$ cat src/rtl/instruction_fetch_stage_pkg.sv
// Shared ISA constants for the RV32I front end: machine widths, the canonical
// NOP encoding, the packet handed from fetch to decode and the fetch mode enum.
package instruction_fetch_stage_pkg;

  localparam int XLEN = 32;
  localparam int ILEN = 32;

  // addi x0, x0, 0
  localparam logic [ILEN-1:0] RV_NOP = 32'h0000_0013;

  // Packets that may be buffered or in flight between fetch and decode.
  localparam logic [2:0] FETCH_BUF_DEPTH = 3'd2;

  typedef struct packed {
    logic [XLEN-1:0] pc;
    logic [ILEN-1:0] instr;
    logic            misaligned;
  } fetch_packet_t;

  // RUN fetches sequentially; MIS_PUSH emits the single misaligned-target
  // packet; HALT waits for a redirect or reset.
  typedef enum logic [1:0] {
    FETCH_RUN      = 2'd0,
    FETCH_MIS_PUSH = 2'd1,
    FETCH_HALT     = 2'd2
  } fetch_state_e;

  function automatic logic [XLEN-1:0] word_align(input logic [XLEN-1:0] addr);
    return addr & ~XLEN'(3);
  endfunction

endpackage

$ cat src/rtl/instruction_fetch_stage_fetch_buffer.sv
// fetch_buffer: 2-entry synchronous FIFO of fetch packets between the
// instruction memory response and the decoder. Flush discards everything and
// wins over a simultaneous push or pop.
module fetch_buffer
  import instruction_fetch_stage_pkg::*;
(
  input  logic          clk_i,
  input  logic          rst_ni,
  input  logic          flush_i,
  input  logic          push_i,
  input  fetch_packet_t push_data_i,
  input  logic          pop_i,
  output fetch_packet_t head_o,
  output logic [1:0]    occ_o
);

  fetch_packet_t slot_q [2];
  logic          rdPtr_q, rdPtr_d;
  logic          wrPtr_q, wrPtr_d;
  logic [1:0]    occ_q, occ_d;
  logic          doPush, doPop;

  // Qualify push/pop against occupancy and compute next pointers and count.
  always_comb begin
    doPush  = push_i && (occ_q != 2'd2);
    doPop   = pop_i && (occ_q != 2'd0);
    rdPtr_d = rdPtr_q;
    wrPtr_d = wrPtr_q;
    occ_d   = occ_q;
    if (flush_i) begin
      rdPtr_d = 1'b0;
      wrPtr_d = 1'b0;
      occ_d   = 2'd0;
    end else begin
      if (doPush) wrPtr_d = ~wrPtr_q;
      if (doPop)  rdPtr_d = ~rdPtr_q;
      occ_d = occ_q + {1'b0, doPush} - {1'b0, doPop};
    end
  end

  // Packet storage; cleared on reset so the head reads as all zeros.
  always_ff @(posedge clk_i) begin
    if (!rst_ni) begin
      slot_q[0] <= '0;
      slot_q[1] <= '0;
    end else if (doPush && !flush_i) begin
      slot_q[wrPtr_q] <= push_data_i;
    end
  end

  // Pointer and occupancy registers.
  always_ff @(posedge clk_i) begin
    if (!rst_ni) begin
      rdPtr_q <= 1'b0;
      wrPtr_q <= 1'b0;
      occ_q   <= 2'd0;
    end else begin
      rdPtr_q <= rdPtr_d;
      wrPtr_q <= wrPtr_d;
      occ_q   <= occ_d;
    end
  end

  assign head_o = slot_q[rdPtr_q];
  assign occ_o  = occ_q;

endmodule

$ cat src/rtl/instruction_fetch_stage.sv
// instruction_fetch_stage: RV32I front end. Owns the PC, issues word reads to
// a one-cycle synchronous instruction memory and hands {pc, instr} packets to
// decode through a 2-entry buffer. A redirect flushes all speculative state.
// Optional feature macro: FETCH_MISALIGN_CHECK_EN (misaligned redirect targets
// produce a single flagged NOP packet and halt fetch; otherwise the low target
// bits are cleared and out_misaligned is tied low).
module instruction_fetch_stage
  import instruction_fetch_stage_pkg::*;
#(
  parameter logic [XLEN-1:0] RESET_PC = 32'h0000_0000
) (
  input  logic            clk,
  input  logic            rst_n,
  output logic            imem_req,
  output logic [XLEN-1:0] imem_addr,
  input  logic [ILEN-1:0] imem_rdata,
  output logic            out_valid,
  input  logic            out_ready,
  output logic [ILEN-1:0] out_instr,
  output logic [XLEN-1:0] out_pc,
  output logic            out_misaligned,
  input  logic            redirect_valid,
  input  logic [XLEN-1:0] redirect_pc
);

  logic [XLEN-1:0] pc_q, pc_d;
  logic            inflight_q, inflight_d;
  logic [XLEN-1:0] inflightPc_q, inflightPc_d;
  fetch_state_e    state_q, state_d;

  logic [XLEN-1:0] redirectTarget;
  logic            redirectMisaligned;
  logic            pop;
  logic [2:0]      outstanding;
  logic            pushValid;
  fetch_packet_t   pushData;
  fetch_packet_t   head;
  logic [1:0]      fifoOcc;

`ifdef FETCH_MISALIGN_CHECK_EN
  localparam bit MISALIGN_EN = 1'b1;
  assign redirectTarget     = redirect_pc;
  assign redirectMisaligned = (redirect_pc[1:0] != 2'b00);
`else
  localparam bit MISALIGN_EN = 1'b0;
  assign redirectTarget     = word_align(redirect_pc);
  assign redirectMisaligned = 1'b0;
`endif

  // Issue decision and response capture; issue only while buffer plus in-flight stays below two after this cycle's pop.
  always_comb begin
    pop         = out_valid && out_ready;
    outstanding = {1'b0, fifoOcc} + {2'b00, inflight_q} - {2'b00, pop};
    imem_req    = rst_n && !redirect_valid && (state_q == FETCH_RUN)
                  && (outstanding < FETCH_BUF_DEPTH);
    pushValid   = 1'b0;
    pushData    = '0;
    if (state_q == FETCH_MIS_PUSH) begin
      pushValid           = 1'b1;
      pushData.pc         = pc_q;
      pushData.instr      = RV_NOP;
      pushData.misaligned = 1'b1;
    end else if (inflight_q) begin
      pushValid           = 1'b1;
      pushData.pc         = inflightPc_q;
      pushData.instr      = imem_rdata;
      pushData.misaligned = 1'b0;
    end
  end

  // Next PC, in-flight tracking and fetch mode; redirect overrides everything.
  always_comb begin
    pc_d         = pc_q;
    inflight_d   = 1'b0;
    inflightPc_d = inflightPc_q;
    state_d      = state_q;
    if (state_q == FETCH_MIS_PUSH) begin
      state_d = FETCH_HALT;
    end
    if (imem_req) begin
      inflight_d   = 1'b1;
      inflightPc_d = pc_q;
      pc_d         = pc_q + XLEN'(4);
    end
    if (redirect_valid) begin
      pc_d    = redirectTarget;
      state_d = redirectMisaligned ? FETCH_MIS_PUSH : FETCH_RUN;
    end
  end

  // State registers with synchronous active-low reset.
  always_ff @(posedge clk) begin
    if (!rst_n) begin
      pc_q         <= RESET_PC;
      inflight_q   <= 1'b0;
      inflightPc_q <= '0;
      state_q      <= FETCH_RUN;
    end else begin
      pc_q         <= pc_d;
      inflight_q   <= inflight_d;
      inflightPc_q <= inflightPc_d;
      state_q      <= state_d;
    end
  end

  fetch_buffer u_fetch_buffer (
    .clk_i       (clk),
    .rst_ni      (rst_n),
    .flush_i     (redirect_valid),
    .push_i      (pushValid),
    .push_data_i (pushData),
    .pop_i       (pop),
    .head_o      (head),
    .occ_o       (fifoOcc)
  );

  assign imem_addr      = word_align(pc_q);
  assign out_valid      = (fifoOcc != 2'd0);
  assign out_pc         = head.pc;
  assign out_instr      = head.instr;
  assign out_misaligned = MISALIGN_EN && head.misaligned;

endmodule
$ cat config.mk
export PLATFORM = sky130hd
export DESIGN_NAME = instruction_fetch_stage
export DESIGN_NICKNAME = d
export VERILOG_FILES = /design/src/rtl/instruction_fetch_stage_pkg.sv /design/src/rtl/instruction_fetch_stage_fetch_buffer.sv /design/src/rtl/instruction_fetch_stage.sv
export SDC_FILE = /design/constraint.sdc
export NUM_CORES = 1
export LEC_CHECK = 0
export CORE_ASPECT_RATIO = 0.5
export CORE_MARGIN = 2
export CORE_UTILIZATION = 56
export DETAILED_ROUTE_END_ITERATION = 6
export PLACE_DENSITY_LB_ADDON = 0.25
export RECOVER_POWER = 50
export SYNTH_ARGS = -nofsm -noshare
export SYNTH_HDL_FRONTEND = slang
export SYNTH_SLANG_ARGS = --single-unit
$ cat constraint.sdc
create_clock -name clk -period 8.33 [get_ports clk]
set_clock_uncertainty 0.2 [all_clocks]
set_input_delay 1.666 -clock clk [delete_from_list [all_inputs] [get_ports clk]]
set_output_delay 1.666 -clock clk [all_outputs]
set_load 0.05 [all_outputs]
==> flow_summary.toml, run 1 <==
[setup_path]
critPathLaunchType = "primary input"
critPathMaxStageDelay_ns = 1.90
timing.critical_path.to_type = "flip-flop"
crit_chain = "dlygate4sd3_1 -> clkbuf_1 -> inv_1 -> clkbuf_1 -> nand2_1 -> nor3_1 -> clkbuf_1 -> and2_0"
crit_type = "in2reg"
required_ns = 8.40
crit_top_cell = "clkbuf_1"
path_max_fanout = 62
arrival_ns = 6.98
reg2reg_depth = 13
crit_slowest_cell = "clkbuf_1"

[synthesis]
syn_avg_cell_area_um2 = 11.5
ys_async_sr_fraction = 0
yosys.area_share.adder = 0.00835
ys_top_cells_by_area = "edfxtp_1 (44%), dfxtp_1 (16%), and2_1 (10%), mux2_2 (8.5%), nand2_1 (3.8%)"
synth-xor-area-share = 0.0188
synth_compound_area_frac = 0.0656
synthDominantCellAreaShare = 0.444
synth_cells = 727
yosys.area_share.simple = 0.190
synth.area.mux_share = 0.0857
synth_top_family_by_area = "simple AND/OR/NAND/NOR gates"
post_synth_instance_area_um2 = 8390
synth_edf_count = 124
synth_seq_cells = 190
synth_top_cell_by_area = "edfxtp_1"
synth_common_cells = "and2_1 (134), edfxtp_1 (124), nand2_1 (84)"
yosys_warnings = 0
synth_flop_cell = "edfxtp_1"
synth_seq_area_share = 0.601
yosysUniqueCellTypes = 49
synth_most_common_cell = "and2_1"

[clocking]
path_clk_slew_ns = 0.08
postCtsHoldBufs = 0
clock_latency_ns = 0.42
h-tree-depth = 4
numCtsBuffers = 17
cts_setup_buffers = 0
cts_root_buf = "clkbuf_16"
clockBufferDepth = 2
cts_sinks = 190
cts_resized = 0
cts_tree = "built"

[timing]
slew_headroom = -0.768
tightest_slew_ns = 2.65
fmax_mhz = 145
setup_violations = 0
hold_viol_final = 0
tns_ns = 0
drv_slew = 178
rsz0062_at_grt = "no"
fin_crit_ns = 6.91
period_share = 0.830

[global_route]
grt_pass1_vias = 6112
grt_pass1_wl_um = 30800
antenna_found_initial = 0
grt_use_total = 0.248
grt_max_degree = 63
overflow = 0

[power_and_ir_drop]
swShare = 0.278
power.internal_mw = 1.59
finalPower_mw = 2.20
powerDensity_nw_per_um2 = 206
pwr-share-clk = 0.368
seq_power_share = 0.488
power.ir.vdd_worst_mv = 0.141
comb_power_share = 0.144
power.leakage_nw = 3.84
switchingPower_uw = 612

[cells_and_area]
layout.area.seq_um2 = 5040
fin_area_um2 = 10700
final_cells = 1080
antennaDiodeCount = 0
multi_input_area_um2 = 3140
layout.nets = 942
drive_gt1_frac = 0.120
area_growth_pct = 27.5
fillers = 994
finish.utilization = 0.736

[die]
io_pins = 167
fp-row-count = 31
die_h_um = 90.6
start_util = 0.577
die_x_um = 177
core_area_um2 = 14500
dieArea_um2 = 16000

[place]
gp_congestion = 0.822
numPortBuffers = 159
placed_cells = 1048
place_area_um2 = 10100
dp_hpwl_um = 11800

[route]
antenna_left = 0
wl_per_cell_um = 17.8
first_pass_iters = 5
remaining_drc_errors = 0
via_per_inst = 5.59
drt_wl_total_um = 19200
first_iter_violations = 524
vias = 6035

[hold_path]
min_path_type = "reg2reg"
hold_depth = 2

[status]
violations = "max-capacitance violations, max-slew violations"
status = "finished, violations left"

[flow_run]
maxCapViolations = 3
==> power by group through the flow <==
| stage | clock network [mW] | registers [mW] | logic, mW |
|---|---|---|---|
| 6_report | 0.811 | 1.08 | 0.318 |
| 5_1_grt | 0.862 | 1.08 | 0.336 |
| 4_1_cts | 0.821 | 1.08 | 0.326 |
| 3_5_place_dp | 0 | 1.10 | 0.324 |
| 3_3_place_gp | 0 | 1.09 | 0.320 |
| 2_1_floorplan | 0 | 1.12 | 0.173 |
==> registers in the layout, summed over array words and instances, names as in the netlist, named ones only <==
register and cells:
u_fetch_buffer.slot_q 124, inflightPc_q 30, pc_q 30, u_fetch_buffer.occ_o 2
inflight_q 1, u_fetch_buffer.rdPtr_q 1, u_fetch_buffer.wrPtr_q 1
==> per-stage QoR <==
stage | hold slack (ns) | setup slack, ns
floorplan | 0.240 | 2.61
global placement | 0.247 | 2.06
detailed placement | 0.254 | 2.01
CTS | 0.263 | 1.96
global route | 0.285 | 1.06
finish | 0.264 | 1.42
==> worst max-delay path, delay by kind of cell <==
| family | cells | cell delay (ns) |
|---|---|---|
| buffers and inverters | 5 | 4.20 |
| and+or+nand+nor | 3 | 1.04 |
==> cell type report <==
type / instances / share of cell area
multi-input cells: 480 / 0.293
clock inverters: 13 / 0.0140
flip-flops and latches: 190 / 0.472
inverters: 14 / 0.00491
well taps: 198 / 0.0232
repair buffers: 166 / 0.152
clock buffers: 19 / 0.0414
==> layout by cell type (no fill, tap or decap), types with 2 or more instances in the layout <==
master,Yosys,final
and2_0,0,79
clkbuf_1,35,6
conb_1,1,5
o22ai_1,8,8
inv_1,12,12
xor2_1,2,2
nor4_1,9,9
a22oi_1,3,3
xnor2_1,16,16
nor3_1,10,10
clkbuf_16,0,17
ha_1,4,4
edfxtp_1,124,124
buf_4,5,2
o311ai_0,3,3
inv_8,0,4
nand3_1,16,15
or3_1,4,4
nand4_1,9,9
nand2_1,84,84
and2_1,134,55
nand2b_4,0,2
clkinv_4,0,5
dlygate4sd3_1,0,46
mux2_2,63,63
o21a_1,2,2
clkdlybuf4s50_1,0,113
a21oi_1,50,50
and4_1,4,4
and3_1,4,4
nor2_1,8,8
a31oi_1,10,10
nand3_2,2,3
a2bb2oi_1,2,2
o21ai_0,11,11
dfxtp_1,66,66
==> layer usage <==
metal  global-route usage  share of wire
met1                0.310           0.42
met2                0.429           0.49
met3               0.0665          0.080
met4               0.0579          0.012
met5                    0              0
==> cells by family (layout without fill, tap and decap cells) <==
family,count (synthesis),after routing
buffers and inverters,61,212
and+or+nand+nor,293,293
muxes,64,64
xor gates and xnor gates,18,18
adders and majority gates,5,5
DFF,190,190
AOI/OAI and AO/OA,95,95
other,1,5
==> worst paths after layout <==
kind	endpoint	startpoint	slack [ns]
worst max-delay path	u_fetch_buffer.slot_q[1][38]	redirect_valid	1.42
worst min register to register	inflightPc_q[30]	inflightPc_q[30]	0.26
worst min-delay path	inflightPc_q[30]	inflightPc_q[30]	0.26
worst max register to register	pc_q[19]	u_fetch_buffer.occ_o[1]	3.80
(Power assumes the default switching activity.)
==> run 2, diff against run 1 <==
- CORE_UTILIZATION: 56 -> 47
- clock period: 8.33 -> 6 ns (I/O delays scaled with it)
==> run 2 against run 1 <==
Net effect: the run still ends with max-capacitance violations, max-slew violations left; final area grew 0.53%; final cell count rose by 3.3%; routed wire length is 1.7% higher; global-route usage down 3.4 points; hold slack improved by 0.0019 ns; die area is 18% higher; clock power rose by 37%.
==> flow_summary.toml, run 2 (synthesis gave the netlist of run 1 again) <==
[cells_and_area]
final_cell_mix = "clkdlybuf4s50_1 (125), edfxtp_1 (124), nand2_1 (84), and2_0 (75), dfxtp_1 (65)"
antennaDiodeCount = 0
drive_gt1_frac = 0.126
reg_top3 = "u_fetch_buffer.slot_q x124, inflightPc_q x30, pc_q x30"
largest_register = "u_fetch_buffer.slot_q"
layout.nets = 942
fin_area_um2 = 10800
area_growth_pct = 28.1
layout.cells.most_common = "clkdlybuf4s50_1"
largest_reg_flops = 124
final_cells = 1116
finish.utilization = 0.617

[timing]
hold_viol_final = 0
period_share = 0.836
rsz0062_at_grt = "no"
setup_violations = 0
drv_slew = 224
tns_ns = 0
fmax_mhz = 199
tightest_slew_ns = 2.66
slew_headroom = -0.772
fin_crit_ns = 5.02

[status]
violations = "max-capacitance violations, max-slew violations"
status = "finished, violations left"

[place]
place_area_um2 = 10200
dp_hpwl_um = 12100
numPortBuffers = 159
gp_congestion = 0.835
placed_cells = 1084

[setup_path]
crit_slowest_cell = "clkbuf_1"
critPathLaunchType = "primary input"
critPathMaxStageDelay_ns = 1.91
r2r_start = "u_fetch_buffer.occ_o[1]"
crit_type = "in2reg"
r2r_setup_slack_ns = 1.80
arrival_ns = 5.08
crit_chain = "dlygate4sd3_1 -> nand2_1 -> nor3_1 -> clkbuf_1 -> and2_0"
required_ns = 6.06
worstReg2RegEnd = "pc_q[25]"
reg2reg_depth = 14
path_max_fanout = 62
timing.critical_path.to_type = "flip-flop"

[clocking]
cts_root_buf = "clkbuf_16"
cts_tree = "built"
path_clk_slew_ns = 0.07
numCtsBuffers = 17
clockBufferDepth = 2
h-tree-depth = 4
clock_latency_ns = 0.42
cts_setup_buffers = 0
postCtsHoldBufs = 0
cts_sinks = 190
cts_resized = 0

[hold_path]
worstHoldEndpoint = "inflightPc_q[9]"
hold_depth = 2
min_path_type = "reg2reg"
hp-start = "inflightPc_q[9]"

[route]
antenna_left = 0
wl_per_cell_um = 17.5
via_per_inst = 5.34
drt_wl_total_um = 19500
remaining_drc_errors = 0
first_iter_violations = 342
first_pass_iters = 5
vias = 5960

[global_route]
overflow = 0
grt_use_total = 0.214
antenna_found_initial = 0
grt_max_degree = 63
grt_pass1_wl_um = 31400
grt_pass1_vias = 6008

[die]
core_area_um2 = 17400
die_h_um = 98.5
start_util = 0.481
dieArea_um2 = 19000
io_pins = 167
fp-row-count = 34
die_x_um = 193

[power_and_ir_drop]
power.leakage_nw = 3.83
power.ir.vdd_worst_mv = 0.213
powerDensity_nw_per_um2 = 284
finalPower_mw = 3.05

[flow_run]
maxCapViolations = 4
run 2: cell type report:
| type | count | area (µm²) |
|---|---|---|
| inverters | 14 | 52.6 |
| clock buffers | 17 | 425 |
| repair buffers | 166 | 1640 |
| multi-input cells | 480 | 3130 |
| well taps | 234 | 293 |
| clock inverters | 15 | 165 |
| flip-flops and latches | 190 | 5050 |
| fillers | 1418 | 6690 |
run 2: worst max-delay path by stage:
stage | startpoint | to
global route | rst_n | u_fetch_buffer.slot_q[1][45]
floorplan | out_ready | imem_req
detailed placement | out_ready | imem_req
finish | rst_n | u_fetch_buffer.slot_q[0][46]
CTS | out_ready | imem_req
global placement | out_ready | imem_req
run 2: per-layer routing:
metal | track usage | wire length [µm]
met1 | 0.274 | 8380
met2 | 0.376 | 9920
met3 | 0.0402 | 1080
met4 | 0.0542 | 169
met5 | 0 | 0
run 2: power breakdown:
group          switching [mW]  internal, mW  total [mW]
logic                   0.289         0.158       0.447
clock network           0.549         0.561        1.11
registers              0.0402          1.45        1.49
run 2: critical path: cells and delay by family:
family / cells / cell delay [ns]
buf+inv: 2 / 2.94
simple gates: 3 / 0.91
run 2: stage by stage:
stage | worst slack [ns] | hold WS, ns
2_1_floorplan | 1.21 | 0.240
3_3_place_gp | 1.28 | 0.247
3_5_place_dp | 1.28 | 0.255
4_1_cts | 1.22 | 0.267
5_1_grt | 0.624 | 0.288
6_report | 0.982 | 0.266
